## config.mk

```make
export PLATFORM = sky130hd
export DESIGN_NAME = mult_div_unit
export DESIGN_NICKNAME = d
export VERILOG_FILES = /design/src/rtl/mult_div_unit.sv
export SDC_FILE = /design/constraint.sdc
export NUM_CORES = 2
export LEC_CHECK = 0
export CAP_MARGIN = 20
export CORE_MARGIN = 5
export CORE_UTILIZATION = 53
export CTS_BUF_LIST = sky130_fd_sc_hd__clkbuf_2
export DETAILED_ROUTE_END_ITERATION = 10
export PLACE_DENSITY = 0.7
export SYNTH_ARGS = -nofsm -noshare
export SYNTH_HDL_FRONTEND = slang
export SYNTH_SLANG_ARGS = --single-unit
```

## constraint.sdc

```tcl
create_clock -name clk -period 10.5 [get_ports clk]
set_input_delay 1.05 -clock clk [delete_from_list [all_inputs] [get_ports clk]]
set_output_delay 1.05 -clock clk [all_outputs]
set_load 0.05 [all_outputs]
```

## src/rtl/mult_div_unit.sv

```systemverilog
// Multiply/divide unit with HI/LO registers for the EX stage of the pipelined MIPS core.
// Divider support is compiled in only when MDU_DIV_EN is defined; otherwise div/divu are no-ops.
module mult_div_unit #(
    parameter int WIDTH       = 32,
    parameter int MULT_CYCLES = 5,
    parameter int DIV_CYCLES  = 10
) (
    input  logic             clk,
    input  logic             reset,
    input  logic             start,
    input  logic [3:0]       MDUop,
    input  logic [WIDTH-1:0] srcA,
    input  logic [WIDTH-1:0] srcB,
    output logic             busy,
    output logic             stall_req,
    output logic [WIDTH-1:0] hi,
    output logic [WIDTH-1:0] lo
);

    localparam logic [3:0] OP_MULT  = 4'd1;
    localparam logic [3:0] OP_MULTU = 4'd2;
    localparam logic [3:0] OP_DIV   = 4'd3;
    localparam logic [3:0] OP_DIVU  = 4'd4;
    localparam logic [3:0] OP_MTHI  = 4'd5;
    localparam logic [3:0] OP_MTLO  = 4'd6;

    localparam int MAX_CYCLES = (MULT_CYCLES > DIV_CYCLES) ? MULT_CYCLES : DIV_CYCLES;
    localparam int CNT_W      = $clog2(MAX_CYCLES + 1);

    typedef enum logic {
        IDLE,
        RUN
    } state_t;

    state_t             state, state_next;
    logic [CNT_W-1:0]   cnt;
    logic [WIDTH-1:0]   a_q, b_q;
    logic               signed_q;
    logic               div_q;

    logic               md_op;
    logic               div_op;
    logic               issue;
    logic               done;

    logic [2*WIDTH-1:0] a_ext, b_ext, prod;
    logic [WIDTH-1:0]   res_hi, res_lo;
    logic               res_write;

    // Decode: which ops occupy the unit for a multi-cycle busy period.
    always_comb begin
        md_op  = 1'b0;
        div_op = 1'b0;
        case (MDUop)
            OP_MULT, OP_MULTU: md_op = 1'b1;
`ifdef MDU_DIV_EN
            OP_DIV, OP_DIVU: begin
                md_op  = 1'b1;
                div_op = 1'b1;
            end
`endif
            default: ;
        endcase
    end

    assign issue     = start && md_op && (state == IDLE);
    assign stall_req = busy || (start && md_op);

    // State register.
    always_ff @(posedge clk) begin
        if (reset) state <= IDLE;
        else       state <= state_next;
    end

    // Next-state logic.
    always_comb begin
        // NOTE: default assignment first so every path drives state_next and no latch is inferred.
        state_next = state;
        case (state)
            IDLE:    if (issue) state_next = RUN;
            RUN:     if (cnt == CNT_W'(1)) state_next = IDLE;
            default: state_next = IDLE;
        endcase
    end

    // Output decode.
    always_comb begin
        busy = (state == RUN);
        done = (state == RUN) && (cnt == CNT_W'(1));
    end

    // Busy counter and operand latch.
    always_ff @(posedge clk) begin
        // NOTE: non-blocking assignments in clocked blocks so every flop samples pre-edge values.
        if (reset) begin
            cnt      <= '0;
            a_q      <= '0;
            b_q      <= '0;
            signed_q <= 1'b0;
            div_q    <= 1'b0;
        end else if (issue) begin
            cnt      <= div_op ? CNT_W'(DIV_CYCLES) : CNT_W'(MULT_CYCLES);
            a_q      <= srcA;
            b_q      <= srcB;
            signed_q <= (MDUop == OP_MULT) || (MDUop == OP_DIV);
            div_q    <= div_op;
        end else if (state == RUN) begin
            cnt      <= cnt - CNT_W'(1);
        end
    end

    // Multiplier: extend to 2*WIDTH so one product serves both signed and unsigned.
    always_comb begin
        a_ext = signed_q ? {{WIDTH{a_q[WIDTH-1]}}, a_q} : {{WIDTH{1'b0}}, a_q};
        b_ext = signed_q ? {{WIDTH{b_q[WIDTH-1]}}, b_q} : {{WIDTH{1'b0}}, b_q};
        prod  = a_ext * b_ext;
    end

`ifdef MDU_DIV_EN
    logic             neg_a, neg_b;
    logic [WIDTH-1:0] mag_a, mag_b, divisor, q_mag, r_mag, quot, rem;

    // Sign-magnitude divide: the quotient truncates toward zero and the remainder follows
    // the dividend. MIN / -1 falls out naturally as MIN with remainder 0.
    always_comb begin
        neg_a   = signed_q && a_q[WIDTH-1];
        neg_b   = signed_q && b_q[WIDTH-1];
        mag_a   = neg_a ? -a_q : a_q;
        mag_b   = neg_b ? -b_q : b_q;
        divisor = (b_q == '0) ? WIDTH'(1) : mag_b;
        q_mag   = mag_a / divisor;
        r_mag   = mag_a % divisor;
        quot    = (neg_a ^ neg_b) ? -q_mag : q_mag;
        rem     = neg_a ? -r_mag : r_mag;
    end

    always_comb begin
        if (div_q) begin
            res_hi    = rem;
            res_lo    = quot;
            res_write = (b_q != '0);
        end else begin
            res_hi    = prod[2*WIDTH-1:WIDTH];
            res_lo    = prod[WIDTH-1:0];
            res_write = 1'b1;
        end
    end
`else
    always_comb begin
        res_hi    = prod[2*WIDTH-1:WIDTH];
        res_lo    = prod[WIDTH-1:0];
        res_write = !div_q;
    end
`endif

    // HI/LO: result write on the final busy edge; mthi/mtlo only while idle.
    always_ff @(posedge clk) begin
        if (reset) begin
            hi <= '0;
            lo <= '0;
        end else if (done) begin
            if (res_write) begin
                hi <= res_hi;
                lo <= res_lo;
            end
        end else if (start && (state == IDLE)) begin
            if (MDUop == OP_MTHI) hi <= srcA;
            if (MDUop == OP_MTLO) lo <= srcA;
        end
    end

endmodule

```

# After elaboration in Yosys (flattened, before gate mapping)
# Cells that the tools add are included.
# op_classes
n_reduce_logical	14
order_cmp	0
n_mux	14
n_eq_ne	6
bitwise_logic	1
add_sub_neg	1
n_div	0
mul	1
shifts	0
# ops
op	count
two-way mux 32 bit	6
two-way mux 64 bit	2
multiplier 64 x 64 -> 64 bit	1
equality test 4 x 1 -> 1 bit, second input constant	2
equality test 4 x 2 -> 1 bit, second input constant	2
equality test 4 x 3 -> 1 bit, second input constant	2
nonzero test 2 bit	4
two-way mux 3 bit	2
logical AND 1 bit	4
AND reduction 2 bit	2
OR reduction 2 bit	2
subtractor 4 x 1 -> 4 bit, second input constant	1
two-way mux 1 bit	3
logical OR 1 bit	2
one-hot mux 1 bit (2 select lines)	1
inverter 1 bit	1
# word_totals
ff_bits	134
ramBits	0
rom_bits	0
inputBits	71
latch_bits	0
memories	0

# Longest topological paths before layout
# logic_depth
ltp_word	7
ltp_mapped	36
ltp_nobuf	33

# Worst setup path after synthesis
# OpenSTA, ideal clock, no wires.
# synth_timing
path_type	flip-flop to flip-flop
startpoint	register a_q[31]
endpoint	register hi[29]
path_slack_ps	1226
required_time_ps	10421
path_stages_with_launch	31
period_less_slack_ps	9274
arrival_time_ps	9195
path_cell_list	dfxtp_1 > and2_1 > clkbuf_1 > clkbuf_1 > nand2_1 > fa_1 > inv_1 > fa_1 > fa_1 > inv_1 > fa_1 > inv_1 > fa_1 > fa_1 > fa_1 > fa_1 > fa_1 > inv_1 > fa_1 > inv_1 > ha_1 > clkbuf_1 > and3_1 > nand2_1 > nor2_1 > nand3_1 > or3_1 > o32a_1 > o21ai_0 > mux2_2 > o211ai_1
# synth_via
elab_chain_cells	3
# synth_lines
element	line_no	text
from (decl)	37	logic [WIDTH-1:0] a_q, b_q;
from (signal assigned)	103	a_q <= srcA;
two-way mux 64 bit	114	a_ext = signed_q ? {{WIDTH{a_q[WIDTH-1]}}, a_q} : {{WIDTH{1'b0}}, a_q};
multiplier 64 x 64 -> 64 bit	116	prod = a_ext * b_ext;
two-way mux 32 bit	161	end else if (done) begin
to (signal assigned)	163	hi <= res_hi;
to (signal assigned)	167	if (MDUop == OP_MTHI) hi <= srcA;
to (decl)	16	output logic [WIDTH-1:0] hi,
# No other way between the ends.
# A chain may end at the register's enable or synchronous reset.

# Worst setup path in the final report
# layout_timing
startpoint	register b_q[10]
endpoint	register hi[26]
# layout_via
elab_chain_cells	3
# layout_lines
element	line_no	text
from (decl)	37	
from (signal assigned)	104	b_q <= srcB;
two-way mux 64 bit	115	b_ext = signed_q ? {{WIDTH{b_q[WIDTH-1]}}, b_q} : {{WIDTH{1'b0}}, b_q};
multiplier 64 x 64 -> 64 bit	116	
two-way mux 32 bit	161	
# No other way between the ends.

==> flow_summary.ini <==
[sta]
slew_viol_final = 0
period_share = 0.933
max_freq_mhz = 102
clock_skew_ns = 0.135
hold_violations = 0
period_minus_slack_ns = 9.80
tightest_slew_ns = 1.15
rsz0062_at_grt = no
relSlewSlack = 0.231
setup_viol = 0
tns_ns = 0

[worst_setup_path]
start_kind = flop
cp_num_buf_inv = 7
r2r-start = b_q[10]$_SDFFE_PP0P_
cp_top_family = adder cells
required_ns = 11.49
cp_max_fo = 22
slowest_stage = dfxtp_1
arrival_ns = 10.79
crit_path_end_kind = flop
crit_path_frequent_cell = fa_1
cp-startpoint = b_q[10]$_SDFFE_PP0P_
max_stage_delay_ns = 1.07
crit_type = reg -> reg

[power_and_ir_drop]
pwr-share-comb = 0.239
pwr-share-seq = 0.451
leakagePower_uw = 0.0297
p_int_uw = 697
swShare = 0.432
power_density_mw_per_mm2 = 21.7
irDropWorstVdd_uv = 77.6
p_switching_uw = 530
power_frac_clock = 0.310

[die]
row_count = 116
die_area_mm2 = 0.107
start_util = 0.534
ios = 137
die_w_um = 327
fp.dieH_um = 327
core-area_mm2 = 0.100

[clock_tree]
cts_resized = 0
htreeDepth = 4
clk_transition_reported_paths_ns = 0.43
insertion_delay_ns = 1.20
post-cts-setup-buffers = 0
root_buffer = clkbuf_2
cts_max_path_buffers = 2
cts_tree = yes
hold_buffers = 0
cts_inserted_buffers = 17
cts_sinks = 134

[route]
dr.pass1.iters = 6
num_vias = 38600
drtIter0Drc = 3510
finalWirelength_um = 161000
drtAntennaViolNets = 0
wire_per_inst_um = 22.8
vias_per_cell = 5.49
drcViolationCount = 0

[grt]
track_usage = 0.313
grt_pass1_vias = 42100
grt_max_degree = 65
grt_pass1_wl_um = 254000
antenna_found_initial = 7
overflow = 0

[logic_synthesis]
synthCells = 5743
synth_seq_cells = 134
syn_area_mm2 = 0.0534
synth.distinct_cells = 76
synth_edf_count = 0
ys.warnings.count = 0
ys_seq_area_frac = 0.0503
synth_ff_type = dfxtp_1
syn_area_per_cell_um2 = 9.29
synth_fp_nets = 7543
async_reset_ff_frac = 0

[layout]
final_area_mm2 = 0.0566
areaGrowthSynthToFinish_pct = 6.02
drive_above_1_share = 0.0314
num-nets-final = 7523

[place]
gp_congestion = 0.963
dp_hpwl_um = 138000
io_buffers = 136
placed_cell_area_mm2 = 0.0563

[min_path]
min_from = reset
hold_class = in -> reg

[flow_run]
max-cap-violations = 0

[status]
status = completed
[power by group through the flow]
stage | Combinational [uW] | Clock (uW) | Sequential, uW
floorplan | 138 | 0 | 557
global placement | 279 | 0 | 564
detailed placement | 285 | 0 | 562
CTS | 287 | 386 | 553
global route | 311 | 404 | 556
finish | 293 | 380 | 554
[metal layers]
layer / global-route usage / up-vias / wire, um
li1: - / 16500 / -
met1: 0.454 / 20100 / 67000
met2: 0.464 / 1812 / 69600
met3: 0.0910 / 258 / 18800
met4: 0.0861 / 0 / 5130
met5: 0 / - / 0
[cells by family (layout without fill, tap and decap cells)]
| logic type | Yosys count | count (layout) | synth area share |
|---|---|---|---|
| buf+inv | 1821 | 1814 | 0.128 |
| flops | 134 | 134 | 0.0503 |
| xor+xnor | 111 | 111 | 0.0182 |
| fa+ha+maj | 1733 | 1733 | 0.606 |
| other cells | 0 | 6 | 0 |
| simple gates | 1475 | 1475 | 0.136 |
| compound gates | 403 | 403 | 0.0490 |
| mux | 66 | 66 | 0.0125 |
[path summary, 6_finish.rpt]
path,cells after the start,end,slack [ns]
worst max-delay path,27,hi[26]$_SDFFE_PP0P_,0.70
worst min-delay path,2,b_q[28]$_SDFFE_PP0P_,0.17
worst max register to register,27,hi[26]$_SDFFE_PP0P_,0.70
worst min register to register,2,a_q[5]$_SDFFE_PP0P_,0.50
[state kept, by name, summed over array words and instances (netlist names)]
register / cells
hi: 32
lo: 32
b_q: 32
busy: 1
cnt: 4
a_q: 32
signed_q: 1
[placed cells by master (no fill, tap or decap), types with 11 or more instances in the layout]
cell type        Yosys  routed
a211oi_1            40      40
a21o_1              62      62
a21oi_1            170     170
a31oi_1             11      11
and2_1             573     573
and3_1              33      33
buf_4                0     110
clkbuf_2             0      19
clkdlybuf4s50_1      0     135
dfxtp_1            134     133
fa_1              1419    1419
ha_1               310     310
inv_1             1526    1526
mux2i_1             59      59
nand2_1            702     701
nand3_1             17      17
nand4_1             13      13
nor2_1              90      90
o211ai_1            11      11
o21a_1              12      12
o21ai_0             28      28
o21bai_1            11      11
xnor2_1             85      85
xor2_1              26      26
[per-stage QoR]
stage               std cells   util  power (uW)  setup WS, ns  hold WS (ns)
floorplan                5743      -         695          1.23         0.478
global placement         6998  0.562         843         0.682         0.460
detailed placement       7001  0.563         847         0.811         0.465
CTS                      7033  0.565        1230         0.684        0.0449
global route             7039  0.566        1270         0.214         0.101
finish                   7040  0.566        1230         0.700         0.172
[cell usage after synthesis (all sizes together), types with 5 or more instances]
library cell     n  area [um^2]
and3            33          206
a21oi          170          851
nor2b            7         43.8
o21bai          11         82.6
ha             310         3880
o211ai          11         82.6
a31o             6         52.6
nand2b           5         31.3
or3              6         37.5
inv           1526         5730
xor2            26          228
o21ai           36          184
xnor2           85          744
nand3           17         85.1
buf             23         92.6
fa            1419        28400
a31oi           12         90.1
a21o            62          465
nor2            91          344
a211oi          41          313
clkbuf         272         1020
and2           573         3580
o21a            12         90.1
nand2          702         2640
nor3            10         50.1
dfxtp          134         2680
mux2i           59          591
nand4           13         81.3
mux2             7         78.8
[area by class of cell]
class	count	area [um^2]
Multi-Input combinational cell	3788	43900
Fill cell	8872	43400
Inverter	1526	5730
Sequential cell	134	2680
Timing Repair Buffer	256	2430
Tap cell	1298	1620
Clock inverter	13	115
Clock buffer	19	95.1
Antenna cell	6	15.0
[worst reg2reg max path: cells and delay by family (launching register included)]
family	cells	cell delay (ns)
AO/OA/AOI/OAI	5	1.27
buffers and inverters	7	0.70
AND/OR/NAND/NOR	4	1.39
adder cells (fa/ha/maj)	11	5.26
flip-flops	1	1.07
(Power assumes the default switching activity.)
